[src/rtl/axi_lite_param_regfile.sv]
// AXI4-Lite slave register file with parametrised depth, reset values, byte strobes,
// read-only status words and per-register write pulses. Single clock domain.
module axi_lite_param_regfile #(
  parameter int unsigned               REG_COUNT    = 8,
  parameter int unsigned               ADDR_WIDTH   = 8,
  parameter logic [REG_COUNT-1:0]      RO_MASK      = '0,
  parameter logic [REG_COUNT*32-1:0]   RESET_VALUES = '0
) (
  input  logic                    aclk,
  input  logic                    aresetn,
  input  logic [ADDR_WIDTH-1:0]   s_axi_lite_awaddr,
  input  logic                    s_axi_lite_awvalid,
  output logic                    s_axi_lite_awready,
  input  logic [31:0]             s_axi_lite_wdata,
  input  logic [3:0]              s_axi_lite_wstrb,
  input  logic                    s_axi_lite_wvalid,
  output logic                    s_axi_lite_wready,
  output logic [1:0]              s_axi_lite_bresp,
  output logic                    s_axi_lite_bvalid,
  input  logic                    s_axi_lite_bready,
  input  logic [ADDR_WIDTH-1:0]   s_axi_lite_araddr,
  input  logic                    s_axi_lite_arvalid,
  output logic                    s_axi_lite_arready,
  output logic [31:0]             s_axi_lite_rdata,
  output logic [1:0]              s_axi_lite_rresp,
  output logic                    s_axi_lite_rvalid,
  input  logic                    s_axi_lite_rready,
  output logic [REG_COUNT*32-1:0] regs_out,
  input  logic [REG_COUNT*32-1:0] status_in,
  output logic [REG_COUNT-1:0]    wr_pulse
);

  localparam int unsigned IDX_W  = ADDR_WIDTH - 2;
  localparam logic [1:0]  OKAY   = 2'b00;
  localparam logic [1:0]  SLVERR = 2'b10;

  typedef enum logic [2:0] {W_IDLE, W_DATA, W_ADDR, W_EXEC, W_RESP} wr_state_e;
  typedef enum logic [1:0] {R_IDLE, R_FETCH, R_RESP} rd_state_e;

  wr_state_e w_state_q, w_state_d;
  rd_state_e r_state_q, r_state_d;

  logic [IDX_W-1:0]       w_idx_q, r_idx_q;
  logic [31:0]            w_data_q;
  logic [3:0]             w_strb_q;
  logic [REG_COUNT*32-1:0] regs_q;
  logic [REG_COUNT-1:0]   w_sel;
  logic                   w_ok;
  logic [31:0]            r_word;
  logic                   r_hit;
  logic [1:0]             bresp_q, rresp_q;
  logic [31:0]            rdata_q;
  logic                   aw_hs, w_hs, ar_hs;

  // Byte-lane bits of the addresses never select anything.
  logic unused_addr_lsbs;
  assign unused_addr_lsbs = &{1'b0, s_axi_lite_awaddr[1:0], s_axi_lite_araddr[1:0]};

  assign aw_hs = s_axi_lite_awvalid && s_axi_lite_awready;
  assign w_hs  = s_axi_lite_wvalid  && s_axi_lite_wready;
  assign ar_hs = s_axi_lite_arvalid && s_axi_lite_arready;

  // ---------------- write channel ----------------
  // NOTE: sequential state uses non-blocking assignments so every flop samples pre-edge values.
  always_ff @(posedge aclk or negedge aresetn) begin
    if (!aresetn) begin
      w_state_q <= W_IDLE;
      w_idx_q   <= '0;
      w_data_q  <= '0;
      w_strb_q  <= '0;
    end else begin
      w_state_q <= w_state_d;
      if (aw_hs) w_idx_q <= s_axi_lite_awaddr[ADDR_WIDTH-1:2];
      if (w_hs) begin
        w_data_q <= s_axi_lite_wdata;
        w_strb_q <= s_axi_lite_wstrb;
      end
    end
  end

  // NOTE: every output of a combinational block gets a default first, so no path infers a latch.
  always_comb begin
    w_state_d          = w_state_q;
    s_axi_lite_awready = 1'b0;
    s_axi_lite_wready  = 1'b0;
    unique case (w_state_q)
      W_IDLE: begin
        s_axi_lite_awready = 1'b1;
        s_axi_lite_wready  = 1'b1;
        if (s_axi_lite_awvalid && s_axi_lite_wvalid) w_state_d = W_EXEC;
        else if (s_axi_lite_awvalid)                 w_state_d = W_DATA;
        else if (s_axi_lite_wvalid)                  w_state_d = W_ADDR;
      end
      W_DATA: begin
        s_axi_lite_wready = 1'b1;
        if (s_axi_lite_wvalid) w_state_d = W_EXEC;
      end
      W_ADDR: begin
        s_axi_lite_awready = 1'b1;
        if (s_axi_lite_awvalid) w_state_d = W_EXEC;
      end
      W_EXEC: w_state_d = W_RESP;
      W_RESP: if (s_axi_lite_bready) w_state_d = W_IDLE;
      default: w_state_d = W_IDLE;
    endcase
  end

  // Comparing the full index against each legal slot means out-of-range never aliases.
  always_comb begin
    w_sel = '0;
    for (int unsigned i = 0; i < REG_COUNT; i++)
      if (32'(w_idx_q) == i) w_sel[i] = 1'b1;
  end

  assign w_ok     = |(w_sel & ~RO_MASK);
  assign wr_pulse = (w_state_q == W_EXEC) ? (w_sel & ~RO_MASK) : '0;

  // NOTE: the register array is reset, unlike a RAM, because its reset contents are architectural.
  always_ff @(posedge aclk or negedge aresetn) begin
    if (!aresetn) begin
      regs_q  <= RESET_VALUES;
      bresp_q <= OKAY;
    end else if (w_state_q == W_EXEC) begin
      bresp_q <= w_ok ? OKAY : SLVERR;
      for (int unsigned i = 0; i < REG_COUNT; i++)
        for (int unsigned k = 0; k < 4; k++)
          if (wr_pulse[i] && w_strb_q[k])
            regs_q[i*32 + k*8 +: 8] <= w_data_q[k*8 +: 8];
    end
  end

  assign regs_out          = regs_q;
  assign s_axi_lite_bresp  = bresp_q;
  assign s_axi_lite_bvalid = (w_state_q == W_RESP);

  // ---------------- read channel ----------------
  always_ff @(posedge aclk or negedge aresetn) begin
    if (!aresetn) begin
      r_state_q <= R_IDLE;
      r_idx_q   <= '0;
      rdata_q   <= '0;
      rresp_q   <= OKAY;
    end else begin
      r_state_q <= r_state_d;
      if (ar_hs) r_idx_q <= s_axi_lite_araddr[ADDR_WIDTH-1:2];
      if (r_state_q == R_FETCH) begin
        rdata_q <= r_word;
        rresp_q <= r_hit ? OKAY : SLVERR;
      end
    end
  end

  always_comb begin
    r_state_d          = r_state_q;
    s_axi_lite_arready = 1'b0;
    unique case (r_state_q)
      R_IDLE: begin
        s_axi_lite_arready = 1'b1;
        if (s_axi_lite_arvalid) r_state_d = R_FETCH;
      end
      R_FETCH: r_state_d = R_RESP;
      R_RESP:  if (s_axi_lite_rready) r_state_d = R_IDLE;
      default: r_state_d = R_IDLE;
    endcase
  end

  // Stored value of the addressed word is the pre-write value if a write executes this cycle.
  always_comb begin
    r_word = '0;
    r_hit  = 1'b0;
    for (int unsigned i = 0; i < REG_COUNT; i++)
      if (32'(r_idx_q) == i) begin
        r_hit  = 1'b1;
        r_word = RO_MASK[i] ? status_in[i*32 +: 32] : regs_q[i*32 +: 32];
      end
  end

  assign s_axi_lite_rdata  = rdata_q;
  assign s_axi_lite_rresp  = rresp_q;
  assign s_axi_lite_rvalid = (r_state_q == R_RESP);

endmodule

[config.mk]
export PLATFORM = sky130hd
export DESIGN_NAME = axi_lite_param_regfile
export DESIGN_NICKNAME = d
export VERILOG_FILES = /design/src/rtl/axi_lite_param_regfile.sv
export SDC_FILE = /design/constraint.sdc
export NUM_CORES = 1
export LEC_CHECK = 0
export BUFFER_PORTS_ARGS = -buffer_cell sky130_fd_sc_hd__buf_2
export CORE_AREA = 2 2 242 244
export DETAILED_ROUTE_END_ITERATION = 10
export DIE_AREA = 0 0 244 246
export GPL_ROUTABILITY_DRIVEN = 0
export RECOVER_POWER = 25
export SLEW_MARGIN = 15
export SYNTH_ARGS = -nofsm -noshare
export SYNTH_HDL_FRONTEND = slang
export SYNTH_SLANG_ARGS = --single-unit
[constraint.sdc]
create_clock -name aclk -period 2.46 [get_ports aclk]
set_input_delay 0.492 -clock aclk [delete_from_list [all_inputs] [get_ports aclk]]
set_output_delay 0.492 -clock aclk [all_outputs]
set_load 0.03 [all_outputs]
==> run metrics, run 1 <==
run status finished with violations; violated checks capacitance limit, slew limit, setup timing; Crit path required time between 1.5 and 2 ns; Compound-Gate Fraction of Synth Area under 10%; dpl ws roughly 0.22 ns; Synth Area in Simple Gates approximately 7.5%; routed via count about 11000; Post-synth ARST share 100%; top_reg_cell synth dfrtp_1; Die Span X about 240 um; CTS Sinks 343; proportion of netlist area held by the largest area contributor a little under three fifths; Tcrit/Tclk final 102%; Setup CP Type flip-flop to output pin; Hold Fails Final Rpt 0; Worst-Margin Slew approximately 1.8 ns; CP max-delay cell dfrtp_1; FF-to-FF Start w_idx_q[4]$_DFFE_PN0P_; Max Clock Skew about 0.018 ns; Synth Area in XOR/XNOR 0%; io pins just over 600; grt ovf 0; DP HPWL around 40000 um; overall routing resource usage around a fifth; adder-cell share of the synthesized area 0%; vias in the first global route 11600; CP dominant cell by count buf_12; Max Root-Sink Buffers 3; Core ar. between 50000 and 60000 um2; Setup crit start kind flip-flop; Final setup viols 4; First-pass DRT Iterations 4; sequential-to-total area share from yosys stat between 50 and 60%; Achievable Freq approximately 400 MHz; Min-Delay Startpoint s_axi_lite_rready; crit-path cells or2_4, buf_12, nor4_4, buf_12, buf_8; initial antenna violation count 2; leak pwr a little over 10 nW; min-delay worst type input pin to flip-flop; Avg Vias per Cell 4.85; CP Data Arrival Time about 2 ns; clk_lat worst skew around 0.57 ns; Tmin final around 2.5 ns; port bufs about 360; Clock transition at path regs 0.06 ns; Worst slew margin -18.7%; crit-path max cell delay roughly 0.37 ns; fin worst setup slack -0.0615 ns; DRC errors left 0; Synth Instances roughly 1100; Avg Cell Area, Syn between 10 and 15 um2; CP Capture Type output pin; area grow syn2layout 31.5%; YS warnings 0; initial DRC count 600; Distinct cells, synth between 40 and 50; Worst setup startpoint w_idx_q[4]$_DFFE_PN0P_; Die ar. between 60000 and 70000 um2; dpl cells between 2000 and 2500; Die Span Y between 200 and 250 um; area leader, netlist dfrtp_1; Power Density between 1000 and 1500 nW/um2; maxcap violations 1; Row Count 88; cts bufs inserted 41; area of the mapped netlist around 15000 um2; EDFF count, synth 0; WL final roughly 56000 um; setup TNS -0.137 ns; Routed Antenna Nets 0; # H-tree levels 2; post-synthesis mux area share about 29%; Fillers between 5000 and 6000; largest family of logic cells by synthesized area multiplexers; filler-free cell count of the finished design 2296; first-pass GRT wire length between 80000 and 90000 um; share of post-route cells with drive strength above 1 56.9%; CTS root buf clkbuf_16; largest fanout on the critical path 7; main area contributors after synthesis dfrtp_1 (57%), mux2_2 (22%), mux4_2 (4.5%), mux2_1 (1.6%), nand2_1 (1.4%); Final Slew Violations 64; #FFs+latches synth ~340; # nets final between 1500 and 2000; Max VDD drop around 660 uV; WL/cell ~25 um; largest net degree at the start of global routing 66; Initial Util 26.4%; CTS tree done; RSZ-0062 raised after global routing true
## what timing repair did
item,CTS,global route
endpoints found under the hold margin,50,0
pin swaps,4,7
hold buffers,1,0
gates resized for setup,25,8
setup buffers,10,7
setup endpoints to repair,8,8
## worst paths after layout
| kind | end | slack, ns | depth (start not counted) |
|---|---|---|---|
| setup / recovery | wr_pulse[0] | -0.06 | 5 |
| hold / removal | r_state_q[1]$_DFFE_PN0P_ | 0.13 | 2 |
| setup reg to reg | regs_out[13]$_DFFE_PN0P_ | 0.13 | 8 |
| hold reg to reg | s_axi_lite_bresp[1]$_DFFE_PN0P_ | 0.47 | 2 |
| max in group asynchronous | regs_out[217]$_DFFE_PN0P_ | 0.26 | 3 |
| min in group asynchronous | regs_out[118]$_DFFE_PN0P_ | 0.94 | 2 |
## per-stage QoR
stage / util (%) / hold WS (ns) / power (mW) / cell area, um2
final: 34.8 / 0.126 / 26.6 / 19900
after global routing: 34.8 / 0.114 / 27.9 / 19900
after CTS: 34.7 / 0.0953 / 26.8 / 19900
after detailed placement: 31.9 / 0.470 / 19.9 / 18300
after global placement: 31.9 / 0.462 / 19.7 / 18300
after floorplan: - / 0.196 / 15.7 / 15200
## registers in the layout, summed over array words and instances, names as in the netlist, 2 cells and up
signal            cells
w_data_q             32
r_state_q             2
r_idx_q               6
w_idx_q               6
s_axi_lite_rdata     32
w_strb_q              4
w_state_q             3
regs_out            256
## layout by cell type, fill, tap and decap left out, types with 3 or more instances in the layout
master,netlist,final
dfrtp_1,343,340
o221ai_1,10,10
nand2b_1,26,26
a211oi_1,13,13
a221o_1,7,7
o21ai_0,12,12
mux2_1,21,21
a22oi_1,8,8
clkbuf_8,0,5
buf_2,12,351
buf_4,8,50
buf_12,0,10
o22ai_1,21,21
buf_8,0,4
mux2i_1,16,16
clkbuf_1,27,8
nand3_1,18,18
mux4_2,30,30
clkbuf_2,3,5
nor2_1,29,28
a21oi_1,12,12
o211ai_1,4,4
nor4_4,8,8
nand2_2,32,32
clkbuf_16,0,43
o311ai_0,7,7
and2_1,6,3
nand2_1,57,57
inv_1,6,6
bufinv_16,0,8
a31oi_1,10,10
clkinv_2,0,6
buf_6,0,11
nor3_1,13,13
mux2_2,292,292
## logic make-up after synthesis
logic type             Yosys count
muxes                          359
DFF                            343
and+or+nand+nor                201
AOI/OAI and AO/OA              113
buffers and inverters           63
other                            1
## cell type report
| type | instances | area (um2) | area share, % |
|---|---|---|---|
| Antenna cell | 1 | 2.50 | 0.0126 |
| Inverter | 6 | 22.5 | 0.113 |
| Clock buffer | 55 | 1170 | 5.87 |
| Clock inverter | 17 | 295 | 1.48 |
| Tap cell | 765 | 957 | 4.80 |
| Timing Repair Buffer | 434 | 2560 | 12.9 |
| Multi-Input combinational cell | 675 | 6340 | 31.8 |
| Sequential cell | 343 | 8590 | 43.1 |
## synth_stat cells (7+ instances only)
master and count:
dfrtp_1 343, mux2_2 292, nand2_1 57, nand2_2 32, mux4_2 30, nor2_1 29
clkbuf_1 27, nand2b_1 26, mux2_1 21, o22ai_1 21, nand3_1 18, mux2i_1 16
a211oi_1 13, nor3_1 13, a21oi_1 12, buf_2 12, o21ai_0 12, a31oi_1 10
o221ai_1 10, a22oi_1 8, buf_4 8, nor4_4 8, a221o_1 7, buf_1 7
o311ai_0 7
## routing by layer
| layer | wire length (um) | vias up | global-route usage, % |
|---|---|---|---|
| met5 | 8 | - | 0 |
| met4 | 1190 | 2 | 4.48 |
| met3 | 4690 | 68 | 6.17 |
| met2 | 26600 | 389 | 29.8 |
| met1 | 24000 | 5836 | 24.3 |
| li1 | - | 4842 | - |
## worst max-delay path, delay by kind of cell, from the launching register on
kind          cells  cell delay (ns)
simple gates      2             0.64
buf+inv           3             0.45
flops             1             0.37
## report_power, final
group	internal, mW	total, mW	leakage, nW	switching [mW]
sequential	7.45	9.67	4.60	2.21
clock	4.17	6.67	0.719	2.50
combinational	3.79	10.3	4.82	6.48
Power figures use the tool's default switching activity.
==> inputs of run 2 (changes only) <==
--- a/config.mk
+++ b/config.mk
@@ -11,6 +11,7 @@
 export DIE_AREA = 0 0 244 246
 export GPL_ROUTABILITY_DRIVEN = 0
 export RECOVER_POWER = 25
+export SKIP_CTS_REPAIR_TIMING = 1
 export SLEW_MARGIN = 15
 export SYNTH_ARGS = -nofsm -noshare
 export SYNTH_HDL_FRONTEND = slang
==> run 2 against run 1 <==
  * The flow still finishes with violations (capacitance limit, slew limit, setup timing)
  * Die area did not move
  * Critical path type unchanged
  * Via count rose by 0.47%
  * Largest cell class unchanged
  * Critical path depth fell by 1
  * Routed wire length fell by 0.67%
  * Register-to-register slack improved by 0.10 ns
  * Sequential share of layout area fell by 0.11 points
  * Worst hold slack got worse by 0.0014 ns
==> run metrics, run 2 (same netlist as run 1, synthesis figures left out) <==
Achievable Freq 393 MHz (-0.85%); Worst slew margin -36.3% (-18 points); Row Count 88 (unchanged); maxcap violations 1 (unchanged); CP Capture Type output pin; sequential share of power 36.3% (about the same); overall routing resource usage 18.4% (-0.17 points); port bufs 357 (unchanged); Max Clock Skew 0.0171 ns (-0.000619 ns); Core ar. 57400 um2 (unchanged); dpl ws 0.222 ns (unchanged); area grow syn2layout 31.8%; largest net degree at the start of global routing 66 (unchanged); DRC errors left 0 (unchanged); fin worst setup slack -0.0831 ns (-0.0216 ns); # nets final 1821 (+0.28%); Max Root-Sink Buffers 3 (unchanged); Setup CP Type flip-flop to output pin; setup slack, reg-to-reg 0.23 ns (+0.10 ns); crit-path max cell delay 0.43 ns (+0.06 ns); Die ar. 60000 um2 (unchanged); WL final 56100 um (-0.67%); Routed Antenna Nets 0 (unchanged); Tmin final 2.54 ns (+0.0216 ns); switching power share of the total 42.0% (about the same); Avg Vias per Cell 4.86 (+0.25%); Clk pwr share 25.1% (about the same); CTS tree done; Worst-Margin Slew 2.04 ns (+0.263 ns); Die Span Y 246 um (unchanged); First-pass DRT Iterations 4 (unchanged); Crit path required time 1.97 ns (about the same); routed via count 11200 (+0.47%); combinational power share 38.6% (about the same); M2 GR Usage 29.4% (-0.41 points); WHS Path Cells 2 (unchanged); initial DRC count 597 (-0.50%); FF-to-FF Start w_idx_q[2]$_DFFE_PN0P_; initial antenna violation count 2 (unchanged); filler-free cell count of the finished design 2301 (+0.22%); Power Density 1330 nW/um2 (-0.21%); Max VDD drop 662 uV (+0.39%); clk_lat worst skew 0.57 ns (about the same); most frequent cells in the layout buf_2 (349), dfrtp_1 (341), mux2_2 (292); vias in the first global route 11600 (-0.40%); Min-Delay Startpoint s_axi_lite_rready; largest fanout on the critical path 4 (-3); Internal 15.4 mW (+0.11%); dpl cells 2205 (unchanged); max reg flops 256 (unchanged); Initial Util 26.4% (unchanged); commonest non-fill, non-tap cell in the layout buf_2; violated checks capacitance limit, slew limit, setup timing; io pins 620 (unchanged); Die Span X 244 um (unchanged); cts bufs inserted 41 (unchanged); share of post-route cells with drive strength above 1 57.0% (+0.14 points); CP Data Arrival Time 2.05 ns (+0.02 ns); met1 Resource Use GR 24.2% (-0.15 points); RR Endpoint regs_out[165]$_DFFE_PN0P_; switching power 11.2 mW (about the same); CTS root buf clkbuf_16; grt ovf 0 (unchanged); crit-path cells or3_4, nor4_4, buf_12, buf_8; first-pass GRT wire length 81100 um (-0.80%); leak pwr 10.2 nW (+0.34%); run status finished with violations; CTS Sinks 343 (unchanged); WL/cell 24.4 um (-0.88%); min-delay worst type input pin to flip-flop; reg2reg path depth 7 (-1); met3 GRT Util 6.00% (-0.16 points); Setup crit start kind flip-flop; RSZ-0062 raised after global routing true; GR peak layer met2; Clock transition at path regs 0.06 ns (about the same); Final Slew Violations 63 (-1.6%); Hold Fails Final Rpt 0 (unchanged); CP max-delay cell or3_4; WHS Endpoint r_state_q[1]$_DFFE_PN0P_; # H-tree levels 2 (unchanged); Tcrit/Tclk final 103% (+0.88 points); DP HPWL 40500 um (unchanged); Final setup viols 5 (+1)
==> run 2: changes by cell type in the layout (fill, tap and decap cells not counted), moves of 2 or more <==
cell      previous run  this run
buf_4               50        62
buf_2              351       349
clkbuf_2             5         3
buf_6               11         9
==> run 2: per-stage QoR <==
stage | hold WS [ns] | instance area, um2 | setup TNS (ns) | power [mW] | util, %
final | 0.125 | 20000 | -0.251 | 26.6 | 34.8
after detailed placement | 0.470 | 18300 | 0 | 19.9 | 31.9
after global placement | 0.462 | 18300 | 0 | 19.7 | 31.9
after floorplan | 0.196 | 15200 | 0 | 15.7 | -
after CTS | -0.0952 | 19700 | -1.98 | 26.7 | 34.4
after global routing | 0.114 | 20000 | -12.06 | 27.9 | 34.8
==> run 2: cell type report <==
type,instances,area (um2)
Timing Repair Buffer,439,2610
Inverter,6,22.5
Tap cell,765,957
Clock inverter,17,295
Antenna cell,1,2.50
Clock buffer,55,1170
Fill cell,5644,37400
Multi-Input combinational cell,675,6340
Sequential cell,343,8590
==> run 2: worst max-delay path, delay by kind of cell, from the launching register on <==
kind | cells | cell delay (ns)
buffers and inverters | 2 | 0.29
flip-flops | 1 | 0.40
AND/OR/NAND/NOR | 2 | 0.79
==> run 2: metal layers <==
layer,wire [um],up-vias
li1,-,4842
met1,23800,5906
met2,26400,371
met3,4660,68
met4,1200,2
met5,8,-
==> run 2: how the worst max path moves through the flow <==
stage,start,to,cells past startpoint
3_5_place_dp,w_idx_q[5]$_DFFE_PN0P_,regs_out[240]$_DFFE_PN0P_,6
4_1_cts,w_idx_q[5]$_DFFE_PN0P_,wr_pulse[0],5
6_report,w_idx_q[2]$_DFFE_PN0P_,wr_pulse[0],4
2_1_floorplan,w_idx_q[3]$_DFFE_PN0P_,regs_out[101]$_DFFE_PN0P_,4
3_3_place_gp,w_idx_q[5]$_DFFE_PN0P_,regs_out[45]$_DFFE_PN0P_,6
5_1_grt,w_idx_q[3]$_DFFE_PN0P_,wr_pulse[0],4
==> run 2: power groups by stage <==
stage                     combinational, mW  sequential, mW  clock (mW)
final                                  10.3            9.66        6.67
after global routing                   10.9            9.97        7.07
after CTS                              10.2            9.67        6.82
after detailed placement               10.2            9.76           0
after global placement                 10.1            9.64           0
after floorplan                        4.16            11.5           0
